$ cat src/rtl/restador_serial_param.sv
// Bit-serial two's-complement adder/subtractor: one bit per clock, LSB first, through one full adder.
// Define RESTADOR_SAT_EN to saturate Y on signed overflow; the default build wraps modulo 2^WIDTH.
module restador_serial_param #(
    parameter int WIDTH = 8
) (
    input  logic             clk,
    input  logic             rst,
    input  logic             start,
    input  logic             op,
    input  logic [WIDTH-1:0] A,
    input  logic [WIDTH-1:0] B,
    output logic             busy,
    output logic             done,
    output logic [WIDTH-1:0] Y,
    output logic             Z,
    output logic             N,
    output logic             C,
    output logic             V
);

    localparam int CW = (WIDTH > 1) ? $clog2(WIDTH) : 1;
    localparam logic [CW-1:0] LAST_BIT = CW'(WIDTH - 1);

`ifdef RESTADOR_SAT_EN
    localparam logic [WIDTH-1:0] SAT_MAX = {1'b0, {(WIDTH-1){1'b1}}};
    localparam logic [WIDTH-1:0] SAT_MIN = {1'b1, {(WIDTH-1){1'b0}}};
`endif

    typedef enum logic [1:0] {
        IDLE = 2'd0,
        RUN  = 2'd1,
        DONE = 2'd2
    } state_t;

    // Returns {carry_out, sum} of a single-bit full adder.
    function automatic logic [1:0] full_add(input logic a, input logic b, input logic ci);
        full_add = {(a & b) | (a & ci) | (b & ci), a ^ b ^ ci};
    endfunction

    state_t           state_r;
    state_t           state_s;
    logic [WIDTH-1:0] a_r;
    logic [WIDTH-1:0] b_r;
    logic [WIDTH-1:0] res_r;
    logic [CW-1:0]    cnt_r;
    logic             op_r;
    logic             carry_r;

    logic             accept_s;
    logic             last_s;
    logic [1:0]       fa_s;
    logic [WIDTH-1:0] res_s;
    logic             ovf_s;
    logic [WIDTH-1:0] y_s;
    logic             c_s;

    assign busy = (state_r == RUN);
    assign done = (state_r == DONE);

    // Start acceptance, last-bit detection and next-state selection.
    always_comb begin
        state_s  = state_r;
        accept_s = 1'b0;
        last_s   = 1'b0;
        case (state_r)
            IDLE: begin
                if (start) begin
                    accept_s = 1'b1;
                    state_s  = RUN;
                end else begin
                    state_s  = IDLE;
                end
            end
            RUN: begin
                if (cnt_r == LAST_BIT) begin
                    last_s  = 1'b1;
                    state_s = DONE;
                end else begin
                    state_s = RUN;
                end
            end
            DONE: begin
                if (start) begin
                    accept_s = 1'b1;
                    state_s  = RUN;
                end else begin
                    state_s  = IDLE;
                end
            end
            default: begin
                state_s = IDLE;
            end
        endcase
    end

    // Datapath: current bit sum, completed result and the flags committed on the last bit.
    always_comb begin
        fa_s         = full_add(a_r[cnt_r], b_r[cnt_r], carry_r);
        res_s        = res_r;
        res_s[cnt_r] = fa_s[0];
        // b_r already holds ~B for subtract, so its sign is the effective operand sign.
        ovf_s        = (a_r[WIDTH-1] == b_r[WIDTH-1]) && (fa_s[0] != a_r[WIDTH-1]);
        c_s          = op_r ? fa_s[1] : ~fa_s[1];
`ifdef RESTADOR_SAT_EN
        if (ovf_s) begin
            y_s = a_r[WIDTH-1] ? SAT_MIN : SAT_MAX;
        end else begin
            y_s = res_s;
        end
`else
        y_s = res_s;
`endif
    end

    // State, operand latches, serial carry/result and output registers.
    always_ff @(posedge clk) begin
        if (rst) begin
            state_r <= IDLE;
            a_r     <= {WIDTH{1'b0}};
            b_r     <= {WIDTH{1'b0}};
            res_r   <= {WIDTH{1'b0}};
            cnt_r   <= {CW{1'b0}};
            op_r    <= 1'b0;
            carry_r <= 1'b0;
            Y       <= {WIDTH{1'b0}};
            Z       <= 1'b0;
            N       <= 1'b0;
            C       <= 1'b0;
            V       <= 1'b0;
        end else begin
            state_r <= state_s;
            if (accept_s) begin
                a_r     <= A;
                b_r     <= op ? B : ~B;
                op_r    <= op;
                carry_r <= ~op;
                cnt_r   <= {CW{1'b0}};
                res_r   <= {WIDTH{1'b0}};
            end else if (state_r == RUN) begin
                carry_r <= fa_s[1];
                res_r   <= res_s;
                cnt_r   <= cnt_r + {{(CW-1){1'b0}}, 1'b1};
                if (last_s) begin
                    Y <= y_s;
                    Z <= (y_s == {WIDTH{1'b0}});
                    N <= y_s[WIDTH-1];
                    C <= c_s;
                    V <= ovf_s;
                end else begin
                    Y <= Y;
                end
            end else begin
                cnt_r <= cnt_r;
            end
        end
    end

endmodule

$ cat config.mk
export PLATFORM = sky130hd
export DESIGN_NAME = restador_serial_param
export DESIGN_NICKNAME = d
export VERILOG_FILES = /design/src/rtl/restador_serial_param.sv
export SDC_FILE = /design/constraint.sdc
export NUM_CORES = 1
export LEC_CHECK = 0
export CAP_MARGIN = 20
export CORE_MARGIN = 2
export CORE_UTILIZATION = 45
export CTS_CLUSTER_DIAMETER = 100
export DETAILED_ROUTE_END_ITERATION = 8
export DONT_BUFFER_PORTS = 1
export MAX_ROUTING_LAYER = met4
export PLACE_DENSITY_LB_ADDON = 0.1
export SLEW_MARGIN = 20
export SYNTH_ARGS = -nofsm -noshare
export SYNTH_HDL_FRONTEND = slang
export SYNTH_SLANG_ARGS = --single-unit
$ cat constraint.sdc
create_clock -name clk -period 4.6 [get_ports clk]
set_input_delay 0.92 -clock clk [delete_from_list [all_inputs] [get_ports clk]]
set_output_delay 0.92 -clock clk [all_outputs]
set_load 0.005 [all_outputs]
==> results of run 1 <==
[worst paths after layout]
check / start / endpoint / slack (ps)
worst min register to register: b_r[5] / b_r[5] / 450
worst max register to register: cnt_r[2] / Z / 1280
worst min-delay path: b_r[5] / b_r[5] / 450
worst max-delay path: cnt_r[2] / Z / 1280
[worst max-delay path, cell delays in order (launching register included)]
cell	delay (ps)
dfxtp_1	740
nor2b_2	380
a221oi_1	110
a21oi_1	160
a311oi_1	80
fa_1	810
inv_1	160
or3_1	410
a221oi_2	270
a32o_1	150
[final cells by class]
class / instances / share of cell area [%]
Tap cell: 52 / 3.07
Sequential cell: 42 / 39.7
Inverter: 9 / 1.59
Clock buffer: 6 / 3.42
Multi-Input combinational cell: 185 / 51.5
Timing Repair Buffer: 1 / 0.354
Clock inverter: 1 / 0.354
[routing by layer]
| layer | routed length (µm) | vias to the layer above |
|---|---|---|
| li1 | - | 836 |
| met2 | 1670 | 32 |
| met1 | 2190 | 759 |
| met4 | 51 | 0 |
| met3 | 260 | 7 |
| met5 | 0 | - |
[power by group through the flow]
stage | clock network (mW) | registers (mW) | logic (mW)
after global placement | 0 | 0.393 | 0.0797
final | 0.226 | 0.384 | 0.0799
after global routing | 0.243 | 0.386 | 0.0931
after floorplan | 0 | 0.390 | 0.0737
after detailed placement | 0 | 0.392 | 0.0811
after CTS | 0.231 | 0.384 | 0.0811
[synthesized netlist by cell type]
master	instances	area share, %
nand3b_1	2	0.73
a221oi_2	1	0.73
a211oi_1	3	1.1
nand4_1	1	0.30
buf_2	8	1.9
dfxtp_1	42	41
a311oi_1	2	0.85
a311o_1	1	0.48
and2_1	1	0.30
nor2b_2	1	0.42
a21oi_1	35	8.5
mux4_2	2	2.2
xnor2_1	10	4.2
nor3_1	3	0.73
a22oi_1	1	0.36
nor2_1	11	2.0
o22ai_1	1	0.30
nand3_1	4	0.97
ha_1	2	1.2
mux2_2	3	1.6
a31oi_1	3	0.91
mux2_1	1	0.54
buf_6	1	0.54
nand2_1	68	12
or3_1	4	1.2
clkbuf_1	10	1.8
mux2i_1	9	4.4
o2111ai_1	1	0.42
inv_1	9	1.6
buf_4	2	0.73
a221oi_1	1	0.42
nor3b_1	3	1.1
nor2b_1	3	0.91
a41oi_1	2	0.85
fa_1	1	0.97
a32o_1	1	0.48
nand2b_1	4	1.2
[sequential cells by signal, summed over array words and instances, names as in the netlist]
| name | flops |
|---|---|
| op_r | 1 |
| Y | 8 |
| C | 1 |
| b_r | 8 |
| cnt_r | 3 |
| a_r | 8 |
| state_r | 2 |
| Z | 1 |
| res_r | 8 |
| V | 1 |
| carry_r | 1 |
[stage by stage]
step	cells	power [mW]	area, µm²
global placement	289	0.472	2040
CTS	296	0.696	2120
finish	296	0.690	2120
global route	296	0.722	2120
detailed placement	289	0.473	2040
floorplan	257	0.464	2070
[kinds of logic (layout without fill, tap and decap cells)]
logic type / Yosys count / after routing / share of synthesized area (%)
xor gates and xnor gates: 10 / 10 / 4.23
buffers and inverters: 30 / 17 / 6.65
adders and majority gates: 3 / 3 / 2.18
DFF: 42 / 42 / 40.7
and+or+nand+nor: 105 / 105 / 22.2
AOI/OAI and AO/OA: 52 / 52 / 15.4
muxes: 15 / 15 / 8.71
==> metrics, run 1 <==
status=completed; sequential fraction of the synthesis area=40.7%; hold_buf cts=0; sum of negative setup slack=0 ps; drt total wl=4180 µm; quantity of gates resized following cts=0; Clk Latency, worst-skew pair=290 ps; fill cell count=440; crit path time final=3320 ps; combinational power share=11.6%; Max-Cap Viols=0; vias in the first global route=1559; Max clock buf depth=2; Util after Layout=48.3%; multi-input logic area=0.00109 mm²; GPL Wtd Cong=0.767; Ant. Diodes=0; largest net degree at the start of global routing=33; DR vias=1634; crit path kind=reg -> reg; DRC violations left=0; post-DR wirelength/cell=14.1 µm; total grt overflow=0; Worst EP required=4840 ps; Yosys cell types=37; Root Buffer=clkbuf_8; Final period util=72.2%; internal power=0.512 mW; number of buffers added on ports=0; FP Rows=24; Fin Clk Skew=9.37 ps; die area=0.00515 mm²; pre-CTS setup slack=1260 ps; hold depth=2; Worst Setup End Kind=flop; RSZ-0062 raised after global routing=false; yosys synthesis warning count=0; initial antenna violation count=0; Ports=34; Worst-path clk slew=80 ps; CTS tree=built; width of the die=71.8 µm; Sw Share=25.8%; M3 GR Usage=4.64%; DP HPWL=2830 µm; height of the chip=71.8 µm; number of setup buffers added after CTS=0; Sw Pwr=0.178 mW; setup violators final=0; global-route wire length before repair=7380 µm; initial DRC count=113; worst vdd ir=0.000218 V; drt first pass iters=4; met1 global-route usage=26.8%; r2r worst-path depth=9; clk sink count=42; GRT Overall Usage=18.5%; fmax=301 MHz; Worst setup SP type=flop; final slew viol count=0; Syn Inst Count=257; Syn Area/Cell=8.05 µm²; most frequent cells in the layout=nand2_1, dfxtp_1, a21oi_1; Vias/cell=5.52; GR peak layer=met1; Max-slew headroom=42.8%; Post-Syn Area=0.00207 mm²; Seq pwr share=55.7%; Hold Fails Final Rpt=0; grt met2 use=25.6%; Max FO, Critical Path=21; register area=841 µm²; Fin Hold WS=452 ps; core region area=0.00438 mm²; share of cells above drive strength 1=6.15%; Slew @ Worst Pin=857 ps; P_leak=0.722 nW; commonest non-fill, non-tap cell in the layout=nand2_1; Initial Utilization=47.2%; Routed Antenna Nets=0; area grow syn2layout=2.48%; #FFs+latches synth=42; CP arrival=3560 ps; Nets=267; Worst Hold Class=reg -> reg; CTS Buf Count=5; cell area power density=326 mW/mm²; Mapped Nets=280; setup ws final=1280 ps; H-tree Lvls=2; Clock power frac=32.8%
No activity file was read; power rests on OpenSTA's default activity.
==> run 2, diff against run 1 <==
==> constraint.sdc (replaced) <==
create_clock -name clk -period 3 [get_ports clk]
set_input_delay 0.6 -clock clk [delete_from_list [all_inputs] [get_ports clk]]
set_output_delay 0.6 -clock clk [all_outputs]
set_load 0.005 [all_outputs]
==> run 2 against run 1 <==
Net effect: via count is 0.92% higher; first-iteration DRC count up 26%; cell count grew 2.7%; maximum frequency increased by 27%; clock power grew 62%; die area did not move; sequential power grew 54%; worst setup slack got worse by 890 ps; total power grew 58%; sequential cell count stayed put; clock-buffer cell count is the same; sequential share of layout area decreased by 1.0 points; largest power group unchanged.
==> metrics, run 2 (synthesis results as in run 1) <==
status=completed; clk sink count=42 (unchanged); RSZ-0062 raised after global routing=false; quantity of gates resized following cts=0 (unchanged); final slew viol count=0 (unchanged); largest net degree at the start of global routing=33 (unchanged); Worst EP required=3250 ps (-1590 ps); sum of negative setup slack=0 ps (unchanged); Sw Pwr=0.292 mW (+64%); die area=0.00515 mm² (unchanged); CTS tree=built; Routed Antenna Nets=0 (unchanged); Max-slew headroom=67.2% (+24 points); CP arrival=2860 ps (-700 ps); Worst setup SP type=flop; drt total wl=4490 µm (+7.4%); Max clock buf depth=2 (unchanged); DRC violations left=0 (unchanged); post-DR wirelength/cell=14.8 µm (+4.6%); crit path kind=reg -> reg; width of the die=71.8 µm (unchanged); initial antenna violation count=0 (unchanged); internal power=0.797 mW (+56%); CTS Buf Count=5 (unchanged); share of cells above drive strength 1=8.73% (+2.6 points); cell area power density=500 mW/mm² (+54%); worst vdd ir=0.000278 V (+28%); commonest non-fill, non-tap cell in the layout=nand2_1; fill cell count=447 (+1.6%); GPL Wtd Cong=0.804 (+4.9%); most frequent cells in the layout=nand2_1, dfxtp_1, a21oi_1; Ant. Diodes=0 (unchanged); H-tree Lvls=2 (unchanged); Worst-path clk slew=80 ps (about the same); number of buffers added on ports=0 (unchanged); Seq pwr share=54.2% (-1.5 points); fmax=383 MHz (+27%); setup violators final=0 (unchanged); Sw Share=26.8% (+1.0 points); pre-CTS setup slack=397 ps (-860 ps); crit path time final=2610 ps (-707 ps); Util after Layout=49.6% (+1.3 points); P_leak=0.763 nW (+5.7%); Nets=274 (+2.6%); setup ws final=386 ps (-893 ps); Fin Clk Skew=4.26 ps (-5.11 ps); total grt overflow=0 (unchanged); Clk Latency, worst-skew pair=300 ps (about the same); core region area=0.00438 mm² (unchanged); Inst Count DP=296 (+2.4%); global-route wire length before repair=7890 µm (+6.8%); hold depth=1 (-1); Worst Setup End Kind=flop; area grow syn2layout=5.20%; GRT Overall Usage=20.0% (+1.5 points); Root Buffer=clkbuf_8; overall power=1.09 mW (+58%); Ports=34 (unchanged); Max-Cap Viols=0 (unchanged); DP HPWL=3030 µm (+7.2%); Worst Hold Class=in -> reg; non-filler instance count after layout=304 (+2.7%); Hold Fails Final Rpt=0 (unchanged); DR vias=1649 (+0.92%); Max FO, Critical Path=7 (-67%); initial DRC count=142 (+26%); vias in the first global route=1656 (+6.2%); FP Rows=24 (unchanged); Clock power frac=33.7% (+0.9 points); r2r worst-path depth=9 (unchanged); hold_buf cts=0 (unchanged); number of setup buffers added after CTS=0 (unchanged); Initial Utilization=47.2% (unchanged); Vias/cell=5.42 (-1.7%); drt first pass iters=4 (unchanged); combinational power share=12.1% (+0.5 points); height of the chip=71.8 µm (unchanged); Final period util=87.1% (+15 points); Slew @ Worst Pin=492 ps (-365 ps)
-- run 2: cell count changes in the layout (fill, tap and decap cells not counted) --
cell and change:
clkinv_2 +1, clkinvlp_4 -1, clkinv_4 +1, buf_4 +7, nor2b_2 -1, nor2b_1 +1
-- run 2: stage by stage --
| stage | hold WS (ps) | area (µm²) |
|---|---|---|
| floorplan | 429 | 2070 |
| global placement | 439 | 2090 |
| detailed placement | 445 | 2090 |
| CTS | 352 | 2180 |
| global route | 346 | 2180 |
| finish | 356 | 2180 |
-- run 2: worst max-delay path, stage by stage (launching register included) --
cell      delay, ps
dfxtp_1         490
nor2b_1         220
a22oi_1         100
a21oi_1         160
a311oi_1         80
fa_1            590
inv_1           110
or3_1           400
a221oi_2        260
a32o_1          150
-- run 2: area by class of cell --
type                    count  area (µm²)  area share [%]
clock inverters             2        13.8           0.633
inverters                   9        33.8            1.55
clock buffers               6        72.6            3.34
repair buffers              8        60.1            2.76
multi-input cells         185        1090            50.1
flip-flops and latches     42         841            38.6
well taps                  52        65.1            2.99
-- run 2: path summary, 6_finish.rpt --
check	from	endpoint	slack [ps]
min	rst	Y[6]	360
min reg2reg	b_r[4]	b_r[4]	450
max reg2reg	cnt_r[0]	Z	390
max	cnt_r[0]	Z	390
-- run 2: power groups by stage --
stage | logic (mW) | registers [mW] | clock network, mW
5_1_grt | 0.149 | 0.593 | 0.398
6_report | 0.132 | 0.590 | 0.367
3_3_place_gp | 0.131 | 0.604 | 0
4_1_cts | 0.133 | 0.590 | 0.376
3_5_place_dp | 0.133 | 0.603 | 0
2_1_floorplan | 0.113 | 0.598 | 0
-- run 2: per-layer routing --
layer / vias to the layer above / track usage, % / share of wire (%)
met5: - / - / 0
met1: 746 / 28.9 / 53
met3: 6 / 5.06 / 6.4
li1: 852 / - / -
met4: 0 / 6.08 / 1.1
met2: 45 / 27.4 / 40
==> run 3, diff against run 2 <==
--- a/config.mk
+++ b/config.mk
@@ -6,13 +6,15 @@
 export NUM_CORES = 1
 export LEC_CHECK = 0
 export CAP_MARGIN = 20
+export CORE_ASPECT_RATIO = 1.2
 export CORE_MARGIN = 2
-export CORE_UTILIZATION = 45
+export CORE_UTILIZATION = 35
 export CTS_CLUSTER_DIAMETER = 100
 export DETAILED_ROUTE_END_ITERATION = 8
 export DONT_BUFFER_PORTS = 1
 export MAX_ROUTING_LAYER = met4
 export PLACE_DENSITY_LB_ADDON = 0.1
+export SETUP_SLACK_MARGIN = 0.1
 export SLEW_MARGIN = 20
 export SYNTH_ARGS = -nofsm -noshare
 export SYNTH_HDL_FRONTEND = slang
==> run 3 against run 2 <==
Net effect: via count is 0.12% lower; critical path depth stayed put; clock skew increased by 0.77 ps; global-route usage down 3.5 points; non-clock buffer count unchanged; total power rose by 16%; first-iteration DRC count is 43% lower.
==> metrics, run 3 (synthesis results as in run 1) <==
CP arrival=2820 ps (-40 ps); largest net degree at the start of global routing=33 (unchanged); DP HPWL=3390 µm (+12%); Hold Fails Final Rpt=0 (unchanged); Max-Cap Viols=0 (unchanged); die area=0.00654 mm² (+27%); initial DRC count=81 (-43%); CTS Buf Count=5 (unchanged); Initial Utilization=36.5% (-11 points); DRC violations left=0 (unchanged); Worst setup SP type=flop; GRT Overall Usage=16.5% (-3.5 points); cell area power density=559 mW/mm² (+12%); number of buffers added on ports=0 (unchanged); Worst Setup End Kind=flop; area grow syn2layout=9.38%; global-route wire length before repair=7950 µm (+0.79%); number of setup buffers added after CTS=0 (unchanged); DR vias=1647 (-0.12%); non-filler instance count after layout=332 (+9.2%); Util after Layout=39.9% (-9.7 points); Root Buffer=clkbuf_8; Max-slew headroom=66.6% (-0.62 points); overall power=1.27 mW (+16%); setup ws final=420 ps (+33.9 ps); most frequent cells in the layout=nand2_1, dfxtp_1, a21oi_1; status=completed; Max FO, Critical Path=7 (unchanged); Fin Clk Skew=5.03 ps (+0.771 ps); dpl cell area=0.00212 mm² (+1.7%); final slew viol count=0 (unchanged); P_leak=0.786 nW (+3.1%); core region area=0.00567 mm² (+29%); internal reg-to-reg setup slack=420 ps (+30 ps); Worst-path clk slew=80 ps (about the same); Worst Hold Class=in -> reg; Final period util=86.0% (-1.1 points); drt total wl=4790 µm (+6.8%); Clk Latency, worst-skew pair=300 ps (about the same); Inst Count DP=324 (+9.5%); RSZ-0062 raised after global routing=false; CTS tree=built; vias in the first global route=1559 (-5.9%); total grt overflow=0 (unchanged); clk sink count=42 (unchanged); hold_buf cts=0 (unchanged); Fin Hold WS=363 ps (+7.35 ps); initial antenna violation count=0 (unchanged); worst vdd ir=0.000277 V (-0.44%); crit path time final=2580 ps (-33.9 ps); Nets=274 (unchanged); Slew @ Worst Pin=501 ps (+9.36 ps); Ports=34 (unchanged); Routed Antenna Nets=0 (unchanged); Worst EP required=3240 ps (about the same); GPL Wtd Cong=0.727 (-9.7%); post-DR wirelength/cell=14.4 µm (-2.2%); FP Rows=30 (+25%); quantity of gates resized following cts=0 (unchanged); sum of negative setup slack=0 ps (unchanged); Vias/cell=4.96 (-8.5%); H-tree Lvls=2 (unchanged); setup violators final=0 (unchanged); fmax=388 MHz (+1.3%); Ant. Diodes=0 (unchanged); width of the die=74.2 µm (+3.3%); height of the chip=88.2 µm (+23%); crit path kind=reg -> reg; design area=0.00226 mm² (+4.0%); share of cells above drive strength 1=9.13% (+0.40 points); drt first pass iters=4 (unchanged); commonest non-fill, non-tap cell in the layout=nand2_1; pre-CTS setup slack=419 ps (+22.5 ps); Max clock buf depth=2 (unchanged)
==> run 3: changes by cell type in the layout (fill, tap and decap cells not counted), sizes merged <==
cell and delta:
bufinv +2, clkbuf -1, clkinv -1
==> run 3: critical path, cell delays in order, from the launching register on <==
cell and delay (ps):
dfxtp_1 500, nor2b_1 220, a22oi_1 100, a21oi_1 160, a311oi_1 70, fa_1 590, inv_1 110, or3_1 390
a221oi_2 240, a32o_1 140
==> run 3: cell type report <==
| class | instances | area (µm²) |
|---|---|---|
| repair buffers | 8 | 60.1 |
| inverters | 9 | 33.8 |
| clock inverters | 3 | 68.8 |
| fillers | 606 | 3410 |
| flip-flops and latches | 42 | 841 |
| clock buffers | 5 | 68.8 |
| multi-input cells | 185 | 1090 |
| well taps | 80 | 100 |
==> run 3: final timing paths <==
path	startpoint	to	cells past startpoint
setup reg to reg	cnt_r[0]	Z	9
hold reg to reg	b_r[5]	b_r[5]	2
setup / recovery	cnt_r[0]	Z	9
hold / removal	rst	Y[1]	1
==> run 3: routing by layer <==
metal / vias to the layer above / part of all wire, % / track usage, % / routed length (µm)
met5: - / 0 / - / 0
met4: 0 / 1.6 / 6.61 / 79
li1: 853 / - / - / -
met1: 768 / 49 / 22.3 / 2350
met3: 7 / 2.1 / 3.19 / 103
met2: 19 / 47 / 24.4 / 2260
==> run 3: report_power, final <==
group	total (mW)	switching, mW	internal (mW)
Sequential	0.591	0.0148	0.576
Combinational	0.135	0.0773	0.0579
Clock	0.539	0.206	0.333
Total	1.27	0.298	0.967
==> variant 1 (config.mk and constraints of run 2) <==
Reset style: asynchronous (`rst`), changed in one clocked block.
--- a/src/rtl/restador_serial_param.sv
+++ b/src/rtl/restador_serial_param.sv
@@ -115,3 +115,3 @@
     // State, operand latches, serial carry/result and output registers.
-    always_ff @(posedge clk) begin
+    always_ff @(posedge clk or posedge rst) begin
         if (rst) begin
Function: differs if rst is asserted again (counterexample within 4 cycles, from zero or initial values and one cycle with rst high); with rst held inactive, the same outputs for 10 cycles.
==> variant 1 against run 2 <==
  * Global-route usage about the same
  * Design area up 7.0%
  * Worst setup slack worse by 0.12 ns
  * First-iteration DRC count down 52%
  * Non-clock buffer count down 2
  * Sequential cell count unchanged
  * Synthesized cell count down 17%
  * Routed wire length up 5.1%
  * Synthesized area up 5.6%
Power is not compared: it rests on default switching activity, and its combinational part moved more than twofold at a synthesized area within 25%.
==> variant 1: results (changes against run 2) <==
{| class="wikitable"
! Metric !! Value
|-
| Post-synthesis sequential area ratio || 48.1% (was 40.7%)
|-
| Final-layout fill cell count || 435 (was 447)
|-
| Parity-gate share of the synthesized area counting xor and xnor cells || 3.61% (was 4.23%)
|-
| Layout cell share with drive strength beyond 1 || 16.0% (was 8.73%)
|-
| Fin Clk Skew || 0.00579 ns (was 0.00426 ns)
|-
| GPL Wtd Cong || 0.895 (was 0.804)
|-
| Met2 routing resource usage after global routing || 32.6% (was 27.4%)
|-
| Share of the synthesized area in compound gates (AO/OA/AOI/OAI) || 16.2% (was 15.4%)
|-
| Commonest cells in the netlist || 42 x sky130_fd_sc_hd__dfrtp_1, 32 x sky130_fd_sc_hd__nand2_1, 29 x sky130_fd_sc_hd__o21ai_0, 9 x sky130_fd_sc_hd__mux2_2, 9 x sky130_fd_sc_hd__nor3_1 (was 68 x sky130_fd_sc_hd__nand2_1, 42 x sky130_fd_sc_hd__dfxtp_1, 35 x sky130_fd_sc_hd__a21oi_1, 11 x sky130_fd_sc_hd__nor2_1)
|-
| Vias in the first global route || 1,616 (was 1,656)
|-
| Vias per Instance || 5.97 (was 5.42)
|-
| Worst R2R Setup Slack || 0.27 ns (was 0.39 ns)
|-
| Routed wl met3 || 169 um (was 285 um)
|-
| Fraction of synthesis flops using an asynchronous set or reset pin || 100% (was 0%)
|-
| Estimated wirelength of the detail-placed design || 3380 um (was 3030 um)
|-
| DRC violation total after the first TritonRoute iteration || 68 (was 142)
|-
| Result of the run || complete, no violations (unchanged)
|-
| Routed metal-1 wire length || 2020 um (was 2370 um)
|-
| Type of the tightest min-delay check || in -> async (was in -> reg)
|-
| Fraction of met3 tracks used by global routing || 4.12% (was 5.06%)
|-
| Met2 wirelength from detailed routing || 2440 um (was 1780 um)
|-
| R2R Path Start || cnt_r[1] (was cnt_r[0])
|-
| Count of cell types in the netlist || 47 (was 37)
|-
| Headroom to the max-slew limit || 50.7% (was 67.2%)
|-
| Net total in the final layout || 234 (was 274)
|-
| Wire length of the first global-routing pass || 7930 um (was 7890 um)
|-
| Worst reg2reg path endpoint || Z (unchanged)
|-
| Proportion of synthesized area in mux cells || 8.13% (was 8.71%)
|}
[variant 1: cell type report]
cell class | instances | area (um2) | share of cell area (%)
Sequential cell | 42 | 1050 | 45.2
Clock buffer | 7 | 86.3 | 3.71
Timing Repair Buffer | 6 | 57.6 | 2.47
Tap cell | 54 | 67.6 | 2.90
Clock inverter | 1 | 5.00 | 0.215
Inverter | 4 | 15.0 | 0.645
Multi-Input combinational cell | 152 | 1040 | 44.9
[variant 1: what timing repair did]
item	CTS	global route
gates resized for setup	0	3
hold buffers	0	0
endpoints found under the setup margin	0	1
[variant 1: metrics by stage]
step	utilization [%]	hold slack (ns)	cell area [um2]	std cells
floorplan	-	0.445	2180	213
global placement	47.3	0.470	2220	258
detailed placement	47.3	0.475	2220	258
CTS	49.3	0.335	2310	266
global route	49.6	0.374	2330	266
finish	49.6	0.318	2330	266
[variant 1: worst max-delay path, cell delays in order, from the launching register on]
cell	delay, ns
sky130_fd_sc_hd__dfrtp_1	0.49
sky130_fd_sc_hd__nor2b_1	0.20
sky130_fd_sc_hd__a221oi_1	0.29
sky130_fd_sc_hd__a21oi_1	0.08
sky130_fd_sc_hd__a311oi_2	0.25
sky130_fd_sc_hd__fa_2	0.57
sky130_fd_sc_hd__nand2_1	0.22
sky130_fd_sc_hd__nor3_1	0.08
sky130_fd_sc_hd__o32ai_2	0.30
sky130_fd_sc_hd__o41ai_2	0.11
[variant 1: how the worst max path moves through the flow]
stage	startpoint	end	slack, ns	cells after the start
6_report	cnt_r[1]	Z	0.27	9
5_1_grt	cnt_r[1]	Z	0.07	9
3_3_place_gp	cnt_r[1]	Z	0.24	9
2_1_floorplan	cnt_r[0]	Z	0.24	9
4_1_cts	cnt_r[1]	Z	0.10	9
3_5_place_dp	cnt_r[1]	Z	0.11	9
==> variant 2 (settings of run 2) <==
Without the edit above. Build with the macro `RESTADOR_SAT_EN` defined.
--- a/src/rtl/restador_serial_param.sv
+++ b/src/rtl/restador_serial_param.sv
@@ -2,2 +2,4 @@
 // Define RESTADOR_SAT_EN to saturate Y on signed overflow; the default build wraps modulo 2^WIDTH.
+`define RESTADOR_SAT_EN
+
 module restador_serial_param #(
Check against the original RTL: not equivalent (a bounded check fails within 10 cycles, from zero or initial values and one cycle with rst high).
==> variant 2 against run 2 <==
  * Power rose by 2.3%
  * Synthesized area up 2.2%
  * Global-route usage is 1.2 points lower
  * Synthesized cell count shrank 1.6%
  * Worst setup slack got worse by 0.12 ns
  * Sequential cell count unchanged
  * Sequential power hardly changed
  * Routed wire length decreased by 2.0%
  * Via count is 2.1% lower
  * Critical path type unchanged
  * Combinational power grew 11%
  * Design area rose by 1.1%
  * Clock skew up 0.0015 ns
  * Count of clock-buffer cells in the layout up 1
==> variant 2: results (changes against run 2) <==
{| class="wikitable"
! Metric !! Value
|-
| Fraction of met3 tracks used by global routing || 4.44% (was 5.06%)
|-
| Switching power share of the total || 26.0% (was 26.8%)
|-
| Post-Place Worst Slack || 0.248 ns (was 0.397 ns)
|-
| GPL Wtd Cong || 0.780 (was 0.804)
|-
| Met1 usage in global routing || 24.5% (was 28.9%)
|-
| Flop pwr share || 53.1% (was 54.2%)
|-
| Total number of vias || 1,615 (was 1,649)
|-
| Cell types occupying the most area after synthesis || sky130_fd_sc_hd__dfxtp_1 40%, sky130_fd_sc_hd__nand2_1 8.3%, sky130_fd_sc_hd__a21oi_1 6.6%, sky130_fd_sc_hd__nor2_1 4.8%, sky130_fd_sc_hd__xnor2_1 4.1% (was sky130_fd_sc_hd__dfxtp_1 41%, sky130_fd_sc_hd__nand2_1 12%, sky130_fd_sc_hd__a21oi_1 8.5%, sky130_fd_sc_hd__mux2i_1 4.4%, sky130_fd_sc_hd__xnor2_1 4.2%)
|-
| Post-synthesis sequential area ratio || 39.8% (was 40.7%)
|-
| Parity-gate share of the synthesized area counting xor and xnor cells || 4.14% (was 4.23%)
|-
| Post-Synth Adder-Cell Area || 2.13% (was 2.18%)
|-
| Worst R2R Setup Slack || 0.26 ns (was 0.39 ns)
|-
| Final-layout fill cell count || 449 (was 447)
|-
| Area Growth Syn to Fin || 4.02% (was 5.20%)
|-
| Vias in the first global route || 1,478 (was 1,656)
|-
| Crit path largest cell delay || 0.57 ns (was 0.59 ns)
|-
| Routed metal-1 wire length || 2100 um (was 2370 um)
|-
| Maximum frequency from static timing analysis || 365 MHz (was 383 MHz)
|-
| Net total in the final layout || 269 (was 274)
|-
| Syn Area/Cell || 8.36 um2 (was 8.05 um2)
|-
| Maximum resistive drop on vdd || 301 uV (was 278 uV)
|-
| Share of the synthesized area in compound gates (AO/OA/AOI/OAI) || 15.3% (was 15.4%)
|-
| Result of the run || complete, no violations (unchanged)
|-
| DP Area || 2100 um2 (was 2090 um2)
|-
| Count of cell types in the netlist || 43 (was 37)
|-
| P_int || 0.824 mW (was 0.797 mW)
|-
| Leak || 0.795 nW (was 0.763 nW)
|-
| Met2 wirelength from detailed routing || 2060 um (was 1780 um)
|-
| DRC violation total after the first TritonRoute iteration || 63 (was 142)
|-
| Proportion of synthesized area in mux cells || 7.75% (was 8.71%)
|-
| Maximum number of pins on one net before global-route repair || 34 (was 33)
|}
-- variant 2: logic make-up after synthesis --
| logic type | after synthesis |
|---|---|
| xor gates and xnor gates | 10 |
| AOI/OAI and AO/OA | 52 |
| DFF | 42 |
| adders and majority gates | 3 |
| and+or+nand+nor | 107 |
| buffers and inverters | 28 |
| muxes | 11 |
-- variant 2: cell type report --
class	instances	share of cell area, %
clock buffer	7	3.92
clock inverter	1	0.228
inverter	7	1.19
multi-input combinational	183	51.1
sequential	42	38.2
tap	52	2.96
timing repair buffer	7	2.39
-- variant 2: worst max-delay path by stage --
stage	startpoint	end	depth (start not counted)
floorplan	cnt_r[0]	Z	9
global placement	cnt_r[0]	Y[0]	7
detailed placement	cnt_r[0]	Y[4]	7
CTS	cnt_r[0]	Y[4]	7
global route	cnt_r[0]	Y[6]	7
finish	cnt_r[0]	Z	7
